`config.mk`:
```
export PLATFORM = sky130hd
export DESIGN_NAME = down_counter_ctrl_flat
export DESIGN_NICKNAME = d
export VERILOG_FILES = /design/src/rtl/down_counter_pkg.sv /design/src/rtl/down_counter_ctrl_if.sv /design/src/rtl/cnt_core.sv /design/src/rtl/down_counter_ctrl.sv /design/src/flat_wrapper.sv
export SDC_FILE = /design/constraint.sdc
export NUM_CORES = 1
export LEC_CHECK = 0
export ABC_AREA = 1
export BUFFER_PORTS_ARGS = -buffer_cell sky130_fd_sc_hd__buf_2
export CAP_MARGIN = 20
export CORE_ASPECT_RATIO = 1.5
export CORE_UTILIZATION = 59
export CTS_BUF_LIST = sky130_fd_sc_hd__clkbuf_4 sky130_fd_sc_hd__clkbuf_8 sky130_fd_sc_hd__clkbuf_16
export DETAILED_ROUTE_END_ITERATION = 7
export PLACE_DENSITY = 0.9
export SLEW_MARGIN = 40
export SYNTH_ARGS = -nofsm -noshare
export SYNTH_HDL_FRONTEND = slang
export SYNTH_HIERARCHICAL = 1
export SYNTH_SLANG_ARGS = --single-unit
```
`constraint.sdc`:
```
create_clock -name clk -period 4.2 [get_ports clk]
set_input_delay 0.84 -clock clk [delete_from_list [all_inputs] [get_ports clk]]
set_output_delay 0.84 -clock clk [all_outputs]
set_load 0.05 [all_outputs]
```
`src/rtl/down_counter_pkg.sv`:
```
// down_counter_pkg: shared state encoding and default sizing for the down counter.
package down_counter_pkg;
  localparam int DEFAULT_WIDTH = 7;
  localparam int PSC_W = 8;
  typedef enum logic [1:0] {
    S_IDLE   = 2'd0,
    S_RUN    = 2'd1,
    S_PAUSED = 2'd2,
    S_DONE   = 2'd3
  } state_t;
endpackage

```
`src/rtl/down_counter_ctrl_if.sv`:
```
// down_counter_ctrl_if: control and status bundle of the down counter.
interface down_counter_ctrl_if import down_counter_pkg::*; #(
  parameter int WIDTH = DEFAULT_WIDTH
);
  logic             start;
  logic             pause;
  logic             abort;
  logic             auto_reload;
  logic [WIDTH-1:0] load_val;
  logic [WIDTH-1:0] count;
  logic             busy;
  logic             done;
  logic [1:0]       state;
  modport master (
    output start, pause, abort, auto_reload, load_val,
    input  count, busy, done, state
  );
  modport slave (
    input  start, pause, abort, auto_reload, load_val,
    output count, busy, done, state
  );
endinterface

```
`src/rtl/cnt_core.sv`:
```
// cnt_core: loadable down counter that saturates at zero.
module cnt_core #(
  parameter int WIDTH = 7
) (
  input  logic             clk,
  input  logic             reset_n,
  input  logic             i_load,
  input  logic             i_dec_en,
  input  logic [WIDTH-1:0] i_load_val,
  output logic [WIDTH-1:0] o_count
);
  logic [WIDTH-1:0] r_count;
  always_ff @(posedge clk or negedge reset_n)
    if (!reset_n) r_count <= '0;
    else if (i_load) r_count <= i_load_val;
    else if (i_dec_en && r_count != '0) r_count <= r_count - WIDTH'(1);
  assign o_count = r_count;
endmodule

```
`src/rtl/down_counter_ctrl.sv`:
```
// down_counter_ctrl: start/pause/abort FSM with prescaled countdown and auto-reload.
module down_counter_ctrl import down_counter_pkg::*; #(
  parameter int WIDTH = DEFAULT_WIDTH,
  parameter int DIV   = 1
) (
  input  logic                clk,
  input  logic                reset_n,
  down_counter_ctrl_if.slave  bus
);
  state_t           r_state, w_next;
  logic [PSC_W-1:0] r_presc, w_presc_nxt;
  logic [WIDTH-1:0] w_count, w_load_val;
  logic             w_tick, w_ld_nz, w_load, w_dec, w_run;
  assign w_tick     = r_presc == PSC_W'(DIV - 1);
  assign w_ld_nz    = |bus.load_val;
  assign w_run      = r_state == S_RUN && !bus.pause;
  // abort reuses the load path to clear the count
  assign w_load     = bus.abort || (r_state == S_IDLE && bus.start) ||
                      (r_state == S_DONE && bus.auto_reload && w_ld_nz);
  assign w_load_val = bus.abort ? '0 : bus.load_val;
  assign w_dec      = w_run && w_tick && !bus.abort;
  always_ff @(posedge clk or negedge reset_n)
    if (!reset_n) r_state <= S_IDLE;
    else r_state <= w_next;
  always_comb begin
    w_next = bus.abort ? S_IDLE :
             r_state == S_IDLE   ? (bus.start ? (w_ld_nz ? S_RUN : S_DONE) : S_IDLE) :
             r_state == S_RUN    ? (bus.pause ? S_PAUSED :
                                    (w_tick && w_count == WIDTH'(1)) ? S_DONE : S_RUN) :
             r_state == S_PAUSED ? (bus.pause ? S_PAUSED : S_RUN) :
             (bus.auto_reload && w_ld_nz) ? S_RUN : S_IDLE;
  end
  // a paused run keeps its prescaler phase
  assign w_presc_nxt = w_load ? '0 : w_run ? (w_tick ? '0 : r_presc + PSC_W'(1)) : r_presc;
  always_ff @(posedge clk or negedge reset_n)
    if (!reset_n) r_presc <= '0;
    else r_presc <= w_presc_nxt;
  always_comb begin
    bus.busy  = r_state == S_RUN || r_state == S_PAUSED;
    bus.done  = r_state == S_DONE;
    bus.state = r_state;
    bus.count = w_count;
  end
  cnt_core #(.WIDTH(WIDTH)) u_cnt (
    .clk        (clk),
    .reset_n    (reset_n),
    .i_load     (w_load),
    .i_dec_en   (w_dec),
    .i_load_val (w_load_val),
    .o_count    (w_count)
  );
endmodule

```
`src/flat_wrapper.sv`:
```
// flat-port wrapper written by rule: the top's interface ports become plain ports
module down_counter_ctrl_flat import down_counter_pkg::*;
#(
  parameter int WIDTH = DEFAULT_WIDTH,
  parameter int DIV   = 1
)
  (clk, reset_n, bus_start, bus_pause, bus_abort, bus_auto_reload, bus_load_val, bus_count, bus_busy, bus_done, bus_state);
  down_counter_ctrl_if #(.WIDTH(WIDTH)) bus_i ();
  input  logic clk;
  input  logic reset_n;
  input wire logic [$bits(bus_i.start)-1:0] bus_start;
  input wire logic [$bits(bus_i.pause)-1:0] bus_pause;
  input wire logic [$bits(bus_i.abort)-1:0] bus_abort;
  input wire logic [$bits(bus_i.auto_reload)-1:0] bus_auto_reload;
  input wire logic [$bits(bus_i.load_val)-1:0] bus_load_val;
  output wire logic [$bits(bus_i.count)-1:0] bus_count;
  output wire logic [$bits(bus_i.busy)-1:0] bus_busy;
  output wire logic [$bits(bus_i.done)-1:0] bus_done;
  output wire logic [$bits(bus_i.state)-1:0] bus_state;
  assign bus_i.start = bus_start;
  assign bus_i.pause = bus_pause;
  assign bus_i.abort = bus_abort;
  assign bus_i.auto_reload = bus_auto_reload;
  assign bus_i.load_val = bus_load_val;
  assign bus_count = bus_i.count;
  assign bus_busy = bus_i.busy;
  assign bus_done = bus_i.done;
  assign bus_state = bus_i.state;
  down_counter_ctrl #(.WIDTH(WIDTH), .DIV(DIV)) u_core (.clk(clk), .reset_n(reset_n), .bus(bus_i));
endmodule
```
After elaboration in Yosys (flattened, before gate mapping)

Cells that the tools add are included.

Memory bits (writable): 0
Input bits: 13
Bits in registers: 17
Latch bits: 0
Word-level logic and storage cells: 45
Bits in read-only memories: 0
Memories kept: 0

Shift operators: 0
Bitwise gates (word level): 0
Div/mod/pow operators: 0
Magnitude comparators: 0
Reductions and logical operators: 20
Eq/ne operators: 4
Multipliers: 0
Muxes and demuxes: 16
Add/sub/neg operators: 2

Operator list:

| kind                                                 | count |
|---|---|
| 2-to-1 mux 8 bit                                     | 3 |
| 2-to-1 mux 7 bit                                     | 3 |
| 2-to-1 mux 2 bit                                     | 9 |
| logical AND 1 bit                                    | 9 |
| adder 8 x 1 -> 8 bit (second input constant)         | 1 |
| zero test 8 bit                                      | 1 |
| equality test 7 x 1 -> 1 bit (second input constant) | 1 |
| nonzero test 7 bit                                   | 1 |
| OR reduction 7 bit                                   | 1 |
| subtractor 7 x 1 -> 7 bit (second input constant)    | 1 |
| equality test 2 bit (second input constant)          | 2 |
| nonzero test 2 bit                                   | 2 |
| logical OR 1 bit                                     | 3 |
| equality test 2 x 1 -> 1 bit (second input constant) | 1 |
| zero test 1 bit                                      | 2 |
| zero test 2 bit                                      | 1 |
| 2-to-1 mux 1 bit                                     | 1 |

Logic depth before layout (Yosys ltp)

Gate-level depths: netlist of the first run.

Depth in word-level cells: 7
Mapped depth: 9

Modules after synthesis

Netlist of the first run, hierarchy kept.

Modules (own cells, without submodules):

| module            | cells each | area each (um^2) | times used |
|---|---|---|---|
| down_counter_ctrl | 124        | 803.3            | 1 |
| cnt_core          | 75         | 524.3            | 1 |

Worst setup path after synthesis of the first run

OpenSTA, ideal clock, no wires.

Kind: register to register
From: register u_core.r_state[1], in the netlist u_core/bus.state[1]
To: register u_core.u_cnt.r_count[0], in the netlist u_core/u_cnt/o_count[0]
Setup slack: 1991 ps
Cell stages (with the launch flop): 8
Setup time: 122 ps
Arrival time: 2087 ps
Cells stage by stage: dfrtp_1 -> ha_1 -> nand2_1 -> o21ai_2 -> buf_2 -> o21ai_0 -> nand2_2 -> o21ai_2

Elaborated cells on any way between the ends: 14
Those cells by class: 2 x eq/ne; 1 x mux; 11 x reduce/logical

RTL lines:

| item                                                   | RTL line                | RTL |
|---|---|---|
| from (decl)                                            | down_counter_ctrl.sv:10 | `state_t r_state, w_next;` |
| from (signal assigned)                                 | down_counter_ctrl.sv:24 | `else r_state <= w_next;` |
| equality test 2 bit (*)                                | --                      |  |
| net bus_done                                           | flat_wrapper.sv:18      | `output wire logic [$bits(bus_i.done)-1:0] bus_done;` |
| logical AND 1 bit (*) (2 in series)                    | down_counter_ctrl.sv:19 | `(r_state == S_DONE && bus.auto_reload && w_ld_nz);` |
| logical OR 1 bit (*)                                   | down_counter_ctrl.sv:18 | `assign w_load = bus.abort \|\| (r_state == S_IDLE && bus.start) \|\|` |
| net u_core.w_load                                      | down_counter_ctrl.sv:13 | `logic w_tick, w_ld_nz, w_load, w_dec, w_run;` |
| 2-to-1 mux 7 bit or nonzero test 2 bit (tied branches) | --                      |  |
| to (signal assigned)                                   | cnt_core.sv:15          | `else if (i_load) r_count <= i_load_val;` |
| to (signal assigned)                                   | cnt_core.sv:16          | `else if (i_dec_en && r_count != '0) r_count <= r_count - WIDTH'(1);` |
| to (decl)                                              | cnt_core.sv:12          | `logic [WIDTH-1:0] r_count;` |

The timed path passes the listed nets; every way through them passes the cells marked *.
A chain may end at the register's enable or synchronous reset.

Worst setup path in the final report of the first run

From: register u_core.r_state[0], in the netlist u_core/bus.state[0]
To: output port bus_busy

Word-level cells in the longest chain between the ends: 2
Elaborated cells on any way between the ends: 3
Those cells by class: 2 x eq/ne; 1 x reduce/logical

Ends and longest elaborated chain:

| item                                                                | RTL line                | RTL |
|---|---|---|
| equality test 2 x 1 -> 1 bit or equality test 2 bit (tied branches) | down_counter_ctrl.sv:39 | `bus.busy = r_state == S_RUN \|\| r_state == S_PAUSED;` |
| logical OR 1 bit (*)                                                | down_counter_ctrl.sv:39 |  |
| to (decl)                                                           | flat_wrapper.sv:17      | `output wire logic [$bits(bus_i.busy)-1:0] bus_busy;` |

Mark *: on every way between the ends. The rest lies on a longest branch, timed or not.

==> results of run 1 <==
==> kinds of logic (layout without fill, tap and decap cells) <==
group / after synthesis / after routing / synth area share, %
AO/OA/AOI/OAI: 21 / 21 / 9.33
flip-flops: 17 / 17 / 32.0
adder cells (fa/ha/maj): 7 / 7 / 6.60
AND/OR/NAND/NOR: 115 / 115 / 40.3
buffers and inverters: 39 / 63 / 11.7
==> per-layer routing <==
metal / routed length, um / vias to the layer above / GRT usage (%) / part of all wire (%)
met1: 1160 / 615 / 32.3 / 41
met4: 51 / 0 / 8.57 / 1.8
met5: 0 / - / 0 / 0
met2: 1540 / 37 / 47.6 / 54
li1: - / 678 / - / -
met3: 92 / 6 / 2.60 / 3.2
==> cell usage in the layout, fill, tap and decap left out <==
cell,netlist,layout
nand2_4,1,1
nand2_1,45,45
dfrtp_1,17,17
nor4_1,1,1
ha_1,7,7
o21ai_1,4,4
clkinv_1,1,1
nand3_1,24,24
nand2_8,1,1
nor3_1,3,3
o21ai_0,9,9
buf_2,1,23
nor2_2,2,2
nor2_1,25,25
inv_1,33,33
nand2_2,6,6
nor3b_1,1,1
a21oi_1,3,3
inv_2,2,2
o21ai_2,5,5
clkbuf_4,0,4
nand4_1,4,4
nor2_4,1,1
or2_2,1,1
==> metrics by stage <==
step	instances	cell area (um^2)
floorplan	199	1330
global placement	241	1450
detailed placement	241	1450
CTS	245	1480
global route	245	1480
finish	245	1480
==> worst paths after layout <==
path	end	slack, ns	cells after the start
setup reg to reg	u_core/u_cnt/o_count[5]	2.22	8
max in group asynchronous	u_core/r_presc[4]	3.46	1
hold reg to reg	u_core/r_presc[7]	0.54	2
hold / removal	u_core/r_presc[6]	0.47	1
setup / recovery	bus_busy	2.07	3
min in group clk	u_core/r_presc[7]	0.54	2
==> cell type report <==
class | instances | area [um^2]
flip-flops and latches | 17 | 425
multi-input cells | 143 | 747
inverters | 36 | 135
repair buffers | 23 | 115
well taps | 22 | 27.5
fillers | 191 | 597
clock buffers | 4 | 30.0
==> flip-flops by register name (all words and copies together), names as in the netlist <==
register,count
u_core/r_presc,8
u_core/u_cnt/o_count,7
u_core/bus.state,2
==> power by group through the flow <==
stage                     clock [uW]  sequential [uW]  combinational, uW
after floorplan                    0              232                104
after global placement             0              194                179
after detailed placement           0              193                184
after CTS                       94.9              190                184
after global routing             101              193                202
final                           92.7              191                185
==> impl_results.md, run 1 <==
- Largest net degree at the start of global routing: 18
- Placement-stage worst setup slack: 1.91 ns
- GP Congestion: 0.926
- Net switching power of the design: 198 uW
- PostCTS Resize Cnt: 0
- Share of power burned in combinational logic: 39.5%
- Fraction of layout instances using a drive strength above 1: 20.6%
- Starting Density: 63.9%
- Result of the run: finished clean
- Critical Path Source Type: register
- EDFF count, synth: 0
- Cell chosen for the clock root: clkbuf_4
- Most frequent cell after synthesis: nand2_1
- Sequential fraction of design power: 40.7%
- Setup Viol. Count Final: 0
- Asr flop ratio synth: 100%
- Clock buffers created by TritonCTS: 3
- Vias after detailed routing: 1336
- Initial antenna violation count: 0
- Crit path buf inv count: 2
- Register clock-pin slew on the reported worst setup and hold paths: 0.10 ns
- Critical path data arrival time: 1.29 ns
- Slew of the pin with the lowest slew margin: 0.745 ns
- Overflow left after global routing: 0
- Number of placement rows: 20
- Avg Vias per Cell: 5.45
- Vias in the first global route: 1185
- Design internal power: 270 uW
- Post-Synthesis Mean Instance Area: 6.67 um^2
- Required time of the worst setup path: 3.36 ns
- Critical path class: register to output pin
- Final Util: 71.3%
- P_leak: 0.000792 uW
- Mapped Nets: 219
- Period Utilization, post-route: 50.6%
- Clock tree from TritonCTS: done
- Part of the Yosys area used for sequential elements: 32.0%
- Detailed Route WL: 2840 um
- Global-route usage over all layers: 27.0%
- Top cells by area, synth: dfrtp_1 (32%), nand2_1 (13%), inv_1 (9.3%)
- Final routed DRC violation total: 0
- Sink Count: 17
- Power share of the clock group: 19.8%
- Post-synthesis cell count: 199
- Number of top-level design ports: 24
- Diode insertion count for antenna repair: 0
- Area enclosed by the die boundary: 2450 um^2
- Worst-Skew Late Latency: 0.28 ns
- Total number of yosys warnings: 6
- # Max-Cap Violations: 0
- Top cells by count, synth: nand2_1 (45), inv_1 (33), nor2_1 (25)
- First-pass GRT wire length: 4680 um
- Switching part of the total power: 42.4%
- Unrepaired setup endpoints after global routing: false
- Area leader, netlist: dfrtp_1
- Worst-path cell with the longest stage delay: dfrtp_1
- Worst hold margin: 0.468 ns
- Flip-flop and latch count after synthesis: 17
- Post CTS Setup Buffer Count: 0
- Portion of synthesized cell area occupied by the leading cell type: 32.0%
- Worst min-delay path class: primary input to async pin
- Vertical die dimension: 60.1 um
- Wire length per cell after detailed routing: 11.6 um
- Total power per unit cell area: 316 nW/um^2
- Final number of hold-violating endpoints: 0
- Final Max Slew Viols: 0
- Detailed placement HPWL: 2240 um
- Final net count: 244
- Number of hold buffers added after cts: 0
- Timing-limited maximum frequency: 470 MHz
- Post-synth top flop: dfrtp_1
- Critical path's top delay family: flip-flops
- Cell breakdown of the critical path: inv_1 -> ha_1 -> buf_2
- Total of buffers placed on input and output ports: 23
- Clock Skews: 0.00124 ns
- DRT Pass-1 Iters: 4
- Setup TNS Final: 0 ns
- Largest vdd supply drop: 257 uV
- Netlist cell types: 25
- Highest net fanout along the worst path: 4
- Netlist area before placement: 1330 um^2
- Kind of capture point of the worst setup path: output pin
- Number of levels in the clock H-tree: 1
- Die X-Extent: 40.7 um
- Layout Area Growth over Synthesis: 11.5%
- Remaining max-slew budget at the tightest pin: 49.8%
- Initial DRC Count: 47
- Remaining antenna violation count: 0
- FF-to-FF Start: u_core/bus.state[1]
- Maximum clock insertion buffer count: 2
- Least setup slack across all paths after layout: 2.07 ns
- Start point of the critical path: u_core/bus.state[0]
- Final period demand of the worst path: 2.13 ns
- Core Region: 2080 um^2
- Max stage delay on crit path: 0.41 ns
- Pwr Total: 468 uW
No activity file was read; power rests on OpenSTA's default activity.
==> run 2: changes to the inputs <==
--- a/config.mk
+++ b/config.mk
@@ -9,10 +9,10 @@
 export BUFFER_PORTS_ARGS = -buffer_cell sky130_fd_sc_hd__buf_2
 export CAP_MARGIN = 20
 export CORE_ASPECT_RATIO = 1.5
-export CORE_UTILIZATION = 59
+export CORE_UTILIZATION = 55
 export CTS_BUF_LIST = sky130_fd_sc_hd__clkbuf_4 sky130_fd_sc_hd__clkbuf_8 sky130_fd_sc_hd__clkbuf_16
 export DETAILED_ROUTE_END_ITERATION = 7
-export PLACE_DENSITY = 0.9
+export PLACE_DENSITY = 0.85
 export SLEW_MARGIN = 40
 export SYNTH_ARGS = -nofsm -noshare
 export SYNTH_HDL_FRONTEND = slang
==> constraint.sdc (replaced) <==
create_clock -name clk -period 2.15 [get_ports clk]
set_input_delay 0.43 -clock clk [delete_from_list [all_inputs] [get_ports clk]]
set_output_delay 0.43 -clock clk [all_outputs]
set_load 0.05 [all_outputs]
==> run 2 against run 1 <==
Compared with the run above: sequential power is 94% higher; design area grew 0.59%; count of clock-buffer cells in the layout down 1; cell count increased by 0.82%; sequential share of layout area decreased by 0.17 points; register-to-register slack worse by 1.9 ns; critical path depth rose by 5; setup slack worse by 1.7 ns; core utilization down 5.4 points; non-clock buffer count is 1 higher; highest routed layer unchanged.
==> impl_results.md, run 2 (synthesis results as in run 1) <==
- Result of the run: finished clean (unchanged)
- Largest vdd supply drop: 335 uV (was 257 uV)
- Register with the most flip-flops: u_core/r_presc (unchanged)
- Cell chosen for the clock root: clkbuf_4 (unchanged)
- R2r endpoint: u_core/u_cnt/o_count[4] (was u_core/u_cnt/o_count[5])
- Avg Vias per Cell: 5.38 (was 5.45)
- Starting Density: 58.7% (was 63.9%)
- # Max-Cap Violations: 0 (unchanged)
- Highest-count cells in the layout ignoring fill and taps: nand2_1 (45), inv_1 (33), nor2_1 (25), nand3_1 (24), buf_2 (23) (unchanged)
- Sink Count: 17 (unchanged)
- Total of buffers placed on input and output ports: 23 (unchanged)
- Slew of the pin with the lowest slew margin: 0.559 ns (was 0.745 ns)
- P_leak: 0.000794 uW (was 0.000792 uW)
- Net switching power of the design: 396 uW (was 198 uW)
- Placed cell count: 243 (was 241)
- Fraction of layout instances using a drive strength above 1: 21.4% (was 20.6%)
- PostCTS Resize Cnt: 0 (unchanged)
- Worst min-delay path class: primary input to async pin (unchanged)
- Cell breakdown of the critical path: ha_2 -> nand2_1 -> o21ai_2 -> inv_2 -> nand3_1 -> nand2_1 -> nand2_2 -> o21ai_2 (was inv_1 -> ha_1 -> buf_2)
- Power share of the clock group: 19.3% (was 19.8%)
- Cell Count, Final, Fillers Out: 247 (was 245)
- Detailed placement HPWL: 2340 um (was 2240 um)
- Remaining max-slew budget at the tightest pin: 62.7% (was 49.8%)
- Share of power burned in combinational logic: 39.9% (was 39.5%)
- Overflow left after global routing: 0 (unchanged)
- FF+latch area: 425 um^2 (unchanged)
- Clock tree from TritonCTS: done (unchanged)
- Core Region: 2260 um^2 (was 2080 um^2)
- Vertical die dimension: 62.2 um (was 60.1 um)
- Register-to-register setup slack: 0.37 ns (was 2.22 ns)
- First-pass GRT wire length: 5260 um (was 4680 um)
- Number of top-level design ports: 24 (unchanged)
- Maximum clock insertion buffer count: 2 (unchanged)
- Critical Path Source Type: register (unchanged)
- Filler cell count in the final layout: 226 (was 191)
- Final number of hold-violating endpoints: 0 (unchanged)
- Sequential fraction of design power: 40.8% (was 40.7%)
- Max stage delay on crit path: 0.48 ns (was 0.41 ns)
- GP Congestion: 0.951 (was 0.926)
- Layout Area Growth over Synthesis: 12.2% (was 11.5%)
- Area enclosed by the die boundary: 2620 um^2 (was 2450 um^2)
- Die X-Extent: 42.1 um (was 40.7 um)
- Most common cell after layout, fill and taps aside: nand2_1 (unchanged)
- Kind of capture point of the worst setup path: register (was output pin)
- Worst-case reg-to-reg path depth: 8 (unchanged)
- Worst-path cell with the longest stage delay: o21ai_2 (was dfrtp_1)
- Post CTS Setup Buffer Count: 0 (unchanged)
- Crit path buf inv count: 1 (was 2)
- Register clock-pin slew on the reported worst setup and hold paths: 0.10 ns (about the same)
- Critical path class: register to register (was register to output pin)
- Number of hold buffers added after cts: 0 (unchanged)
- Period Utilization, post-route: 82.8%
- Clock Skews: 0.00977 ns (was 0.00124 ns)
- Worst hold margin: 0.0342 ns (was 0.468 ns)
- Unrepaired setup endpoints after global routing: false (unchanged)
- Critical path data arrival time: 1.97 ns (was 1.29 ns)
- Initial DRC Count: 42 (was 47)
- Final routed DRC violation total: 0 (unchanged)
- Final Max Slew Viols: 0 (unchanged)
- Switching part of the total power: 43.5% (was 42.4%)
- Timing-limited maximum frequency: 562 MHz
- Final period demand of the worst path: 1.78 ns
- Design internal power: 513 uW (was 270 uW)
- FF-to-FF Start: u_core/bus.state[0] (was u_core/bus.state[1])
- Largest net degree at the start of global routing: 18 (unchanged)
- Number of levels in the clock H-tree: 1 (unchanged)
- Detailed Route WL: 2870 um (was 2840 um)
- Global-route usage over all layers: 25.5% (was 27.0%)
- Area occupied by multi-input gates: 749 um^2 (was 747 um^2)
- Clock buffers created by TritonCTS: 3 (unchanged)
- Highest net fanout along the worst path: 14 (was 4)
- Diode insertion count for antenna repair: 0 (unchanged)
- Vias in the first global route: 1368 (was 1185)
- Setup TNS Final: 0 ns (unchanged)
- Setup Viol. Count Final: 0 (unchanged)
- Total power per unit cell area: 611 nW/um^2 (was 316 nW/um^2)
- Wire length per cell after detailed routing: 11.6 um (about the same)
- Required time of the worst setup path: 2.34 ns (was 3.36 ns)
- Initial antenna violation count: 0 (unchanged)
- DRT Pass-1 Iters: 4 (unchanged)
- Critical path's top delay family: compound AO/OA/AOI/OAI gates (was flip-flops)
- Worst-Skew Late Latency: 0.30 ns (was 0.28 ns)
- Number of flip-flops in the largest register: 8 (unchanged)
- Number of placement rows: 21 (was 20)
- Remaining antenna violation count: 0 (unchanged)
- Vias after detailed routing: 1328 (was 1336)
- Final net count: 245 (was 244)
==> run 2: changes by cell type in the layout (fill, tap and decap cells not counted), sizes merged <==
cell	delta
buf	+1
clkbuf	-1
clkinv	+1
==> run 2: metrics by stage <==
stage          utilization (%)  setup WS [ns]  power, uW  area (um^2)
6_report                  65.9          0.370        909         1490
5_1_grt                   65.9          0.173        963         1490
2_1_floorplan                -         0.0747        655         1330
3_3_place_gp              64.7          0.415        735         1460
4_1_cts                   65.9          0.368        920         1490
3_5_place_dp              64.7          0.356        741         1460
==> run 2: routing by layer <==
| metal | routed length [um] | vias to the layer above | global-route usage [%] | share of wire, % |
|---|---|---|---|---|
| met2 | 1600 | 22 | 49.4 | 56 |
| met5 | 0 | - | 0 | 0 |
| met4 | 107 | 0 | 14.1 | 3.7 |
| met1 | 1100 | 614 | 24.7 | 38 |
| li1 | - | 681 | - | - |
| met3 | 62 | 11 | 2.91 | 2.2 |
==> run 2: layout make-up <==
cell class              count  area share, %
repair buffers             24           8.24
multi-input cells         143           50.3
inverters                  36           9.08
clock inverters             1          0.336
clock buffers               3           1.51
well taps                  23           1.93
flip-flops and latches     17           28.6
==> run 2: worst max path at each step <==
stage                              endpoint  slack [ns]  depth (start not counted)           startpoint
floorplan           u_core/u_cnt/o_count[0]        0.07                          7  u_core/bus.state[1]
global placement    u_core/u_cnt/o_count[4]        0.41                         10      bus_load_val[1]
detailed placement  u_core/u_cnt/o_count[4]        0.36                         10      bus_load_val[1]
CTS                 u_core/u_cnt/o_count[4]        0.37                          8  u_core/bus.state[0]
global route        u_core/u_cnt/o_count[4]        0.17                          8  u_core/bus.state[1]
finish              u_core/u_cnt/o_count[4]        0.37                          8  u_core/bus.state[0]
==> run 2: power groups by stage <==
stage	clock network [uW]	registers, uW	logic (uW)
final	175	371	363
after global placement	0	377	358
after global routing	186	376	400
after detailed placement	0	378	364
after floorplan	0	453	202
after CTS	184	371	365
==> run 3: changes to the inputs <==
--- a/config.mk
+++ b/config.mk
@@ -9,10 +9,10 @@
 export BUFFER_PORTS_ARGS = -buffer_cell sky130_fd_sc_hd__buf_2
 export CAP_MARGIN = 20
 export CORE_ASPECT_RATIO = 1.5
-export CORE_UTILIZATION = 55
+export CORE_UTILIZATION = 50
 export CTS_BUF_LIST = sky130_fd_sc_hd__clkbuf_4 sky130_fd_sc_hd__clkbuf_8 sky130_fd_sc_hd__clkbuf_16
 export DETAILED_ROUTE_END_ITERATION = 7
-export PLACE_DENSITY = 0.85
+export PLACE_DENSITY = 0.82
 export SLEW_MARGIN = 40
 export SYNTH_ARGS = -nofsm -noshare
 export SYNTH_HDL_FRONTEND = slang
==> constraint.sdc (replaced) <==
create_clock -name clk -period 1.5 [get_ports clk]
set_input_delay 0.3 -clock clk [delete_from_list [all_inputs] [get_ports clk]]
set_output_delay 0.3 -clock clk [all_outputs]
set_load 0.05 [all_outputs]
==> run 3 against run 2 <==
Compared with the run above: the run now ends with setup timing left; fmax increased by 15%; setup slack worse by 0.42 ns; sequential cell count did not move; first-iteration DRC count increased by 31%; global-route usage is 3.3 points lower; cell count increased by 9.7%; critical path type unchanged; critical endpoint unchanged.
==> impl_results.md, run 3 (synthesis results as in run 1) <==
- Design internal power: 811 uW (was 513 uW)
- Largest vdd supply drop: 664 uV (was 335 uV)
- Required time of the worst setup path: 1.73 ns (was 2.34 ns)
- Capture endpoint of the worst hold path: u_core/u_cnt/o_count[6]
- Failing checks: setup timing
- Initial antenna violation count: 0 (unchanged)
- Placement-stage worst setup slack: -0.0245 ns (was 0.356 ns)
- Initial DRC Count: 55 (was 42)
- Filler cell count in the final layout: 196 (was 226)
- Wire length per cell after detailed routing: 13.3 um (was 11.6 um)
- Setup Viol. Count Final: 14 (was 0)
- Clock tree from TritonCTS: done (unchanged)
- Final period demand of the worst path: 1.55 ns (was 1.78 ns)
- Global routing usage on met3: 3.30% (was 2.91%)
- Highest-count cells in the layout ignoring fill and taps: nand2_1 (42), inv_1 (29), nor2_1 (23), buf_2 (22), buf_4 (19) (was nand2_1 (45), inv_1 (33), nor2_1 (25), nand3_1 (24), buf_2 (23))
- Core Region: 2480 um^2 (was 2260 um^2)
- Result of the run: complete, but fails checks (was finished clean)
- Detailed Route WL: 3590 um (was 2870 um)
- Critical Path Source Type: register (unchanged)
- Most used routing layer: met2 (unchanged)
- Slew of the pin with the lowest slew margin: 0.395 ns (was 0.559 ns)
- Sequential fraction of design power: 37.7% (was 40.8%)
- Vias in the first global route: 1211 (was 1368)
- Vias after detailed routing: 1472 (was 1328)
- Vertical die dimension: 65.1 um (was 62.2 um)
- Avg Vias per Cell: 5.43 (was 5.38)
- Worst min-delay path class: primary input to register (was primary input to async pin)
- Sink Count: 17 (unchanged)
- Final net count: 268 (was 245)
- Most common cell after layout, fill and taps aside: nand2_1 (unchanged)
- Final routed DRC violation total: 0 (unchanged)
- FF-to-FF Start: u_core/bus.state[1] (was u_core/bus.state[0])
- Global-route usage over all layers: 22.2% (was 25.5%)
- Kind of capture point of the worst setup path: register (unchanged)
- Share of power burned in combinational logic: 44.8% (was 39.9%)
- Unrepaired setup endpoints after global routing: true (was false)
- R2r endpoint: u_core/u_cnt/o_count[4] (unchanged)
- Number of flip-flops in the largest register: 8 (unchanged)
- Area enclosed by the die boundary: 2870 um^2 (was 2620 um^2)
- Final Max Slew Viols: 0 (unchanged)
- Final number of hold-violating endpoints: 0 (unchanged)
- P_leak: 0.000933 uW (was 0.000794 uW)
- Fraction of layout instances using a drive strength above 1: 38.5% (was 21.4%)
- Worst-Skew Late Latency: 0.29 ns (was 0.30 ns)
- Start point of the worst min-delay path: bus_load_val[6]
- Die X-Extent: 44.1 um (was 42.1 um)
- GP Congestion: 0.867 (was 0.951)
- Timing-limited maximum frequency: 644 MHz (was 562 MHz)
- Net switching power of the design: 628 uW (was 396 uW)
- Clock Skews: 0.00168 ns (was 0.00977 ns)
- Register with the most flip-flops: u_core/r_presc (unchanged)
- Power share of the clock group: 17.4% (was 19.3%)
- Least setup slack across all paths after layout: -0.0522 ns (was 0.370 ns)
- Overflow left after global routing: 0 (unchanged)
- Total of buffers placed on input and output ports: 23 (unchanged)
- Remaining max-slew budget at the tightest pin: 73.7% (was 62.7%)
- Register clock-pin slew on the reported worst setup and hold paths: 0.10 ns (about the same)
- Number of top-level design ports: 24 (unchanged)
- Number of levels in the clock H-tree: 1 (unchanged)
- Met1 routing resource usage after global routing: 25.2% (was 24.7%)
- Area occupied by multi-input gates: 916 um^2 (was 749 um^2)
- FF+latch area: 432 um^2 (was 425 um^2)
- Largest net degree at the start of global routing: 18 (unchanged)
- # Max-Cap Violations: 0 (unchanged)
- Diode insertion count for antenna repair: 0 (unchanged)
- Worst-case reg-to-reg path depth: 9 (was 8)
- Register-to-register setup slack: -0.05 ns (was 0.37 ns)
- Met2 track utilization from global routing: 39.5% (was 49.4%)
- Layout Area Growth over Synthesis: 39.4% (was 12.2%)
- DRT Pass-1 Iters: 6 (was 4)
- Critical path class: register to register (unchanged)
- First-pass GRT wire length: 4860 um (was 5260 um)
- Number of placement rows: 22 (was 21)
- Clock buffers created by TritonCTS: 3 (unchanged)
- Period Utilization, post-route: 103% (was 82.8%)
- Total power per unit cell area: 778 nW/um^2 (was 611 nW/um^2)
- Setup TNS Final: -0.485 ns (was 0 ns)
- Worst hold path stage count: 5
- Remaining antenna violation count: 0 (unchanged)
- Highest net fanout along the worst path: 8 (was 14)
- Critical path data arrival time: 1.78 ns (was 1.97 ns)
- Detailed placement HPWL: 2290 um (was 2340 um)
- Switching part of the total power: 43.6% (was 43.5%)
- Cell chosen for the clock root: clkbuf_4 (unchanged)
- Starting Density: 53.6% (was 58.7%)
- Maximum clock insertion buffer count: 2 (unchanged)
## run 3: worst max-delay path by stage
| stage | depth (start not counted) | startpoint | end | slack [ns] |
|---|---|---|---|---|
| after global placement | 9 | u_core/bus.state[1] | u_core/u_cnt/o_count[3] | 0.007 |
| after CTS | 8 | u_core/bus.state[1] | u_core/u_cnt/o_count[5] | -0.02 |
| after floorplan | 8 | u_core/bus.state[1] | u_core/u_cnt/o_count[0] | -0.12 |
| after detailed placement | 9 | u_core/bus.state[1] | u_core/u_cnt/o_count[3] | -0.02 |
| final | 9 | u_core/bus.state[1] | u_core/u_cnt/o_count[4] | -0.05 |
| after global routing | 10 | u_core/bus.state[1] | u_core/u_cnt/o_count[3] | -0.12 |
## run 3: area by class of cell
class                      count  share of cell area, %
inverter                      36                   7.84
clock buffer                   3                   1.22
timing repair buffer          45                   16.2
sequential                    17                   23.3
multi-input combinational    145                   49.5
tap                           24                   1.62
clock inverter                 1                  0.270
## run 3: repair_timing
item	4_1_cts	5_1_grt
setup buffers	1	7
pin swaps	0	18
endpoints found under the hold margin	17	0
gates resized for setup	6	22
hold buffers	1	0
endpoints found under the setup margin	8	18
gates cloned	0	2
## run 3: per-layer routing
| metal | vias to the layer above | share of wire [%] |
|---|---|---|
| met5 | - | 0 |
| met4 | 0 | 3.1 |
| met3 | 12 | 4.7 |
| met2 | 50 | 52 |
| met1 | 683 | 41 |
| li1 | 727 | - |
## run 3: worst max-delay path, stage by stage (launching register included)
cell,delay [ns]
dfrtp_2,0.47
inv_4,0.10
ha_4,0.16
nand2_4,0.07
nor4_4,0.22
buf_6,0.17
nand2_8,0.07
nand2_8,0.11
nand2_2,0.06
o21ai_2,0.05
## run 3: through the flow
stage | cell area, um^2 | hold WS, ns | total power (uW) | util, % | std cells
2_1_floorplan | 1410 | 0.00441 | 968 | - | 199
3_3_place_gp | 1630 | 0.246 | 1090 | 65.7 | 256
6_report | 1850 | 0.309 | 1440 | 74.7 | 271
3_5_place_dp | 1630 | 0.246 | 1100 | 65.7 | 256
5_1_grt | 1850 | 0.323 | 1520 | 74.7 | 271
4_1_cts | 1700 | 0.303 | 1370 | 68.5 | 262
## run 3: power by group through the flow
stage / sequential, uW / combinational [uW] / clock (uW)
2_1_floorplan: 656 / 313 / 0
3_3_place_gp: 547 / 543 / 0
3_5_place_dp: 550 / 551 / 0
4_1_cts: 540 / 571 / 259
5_1_grt: 550 / 694 / 277
6_report: 543 / 645 / 251
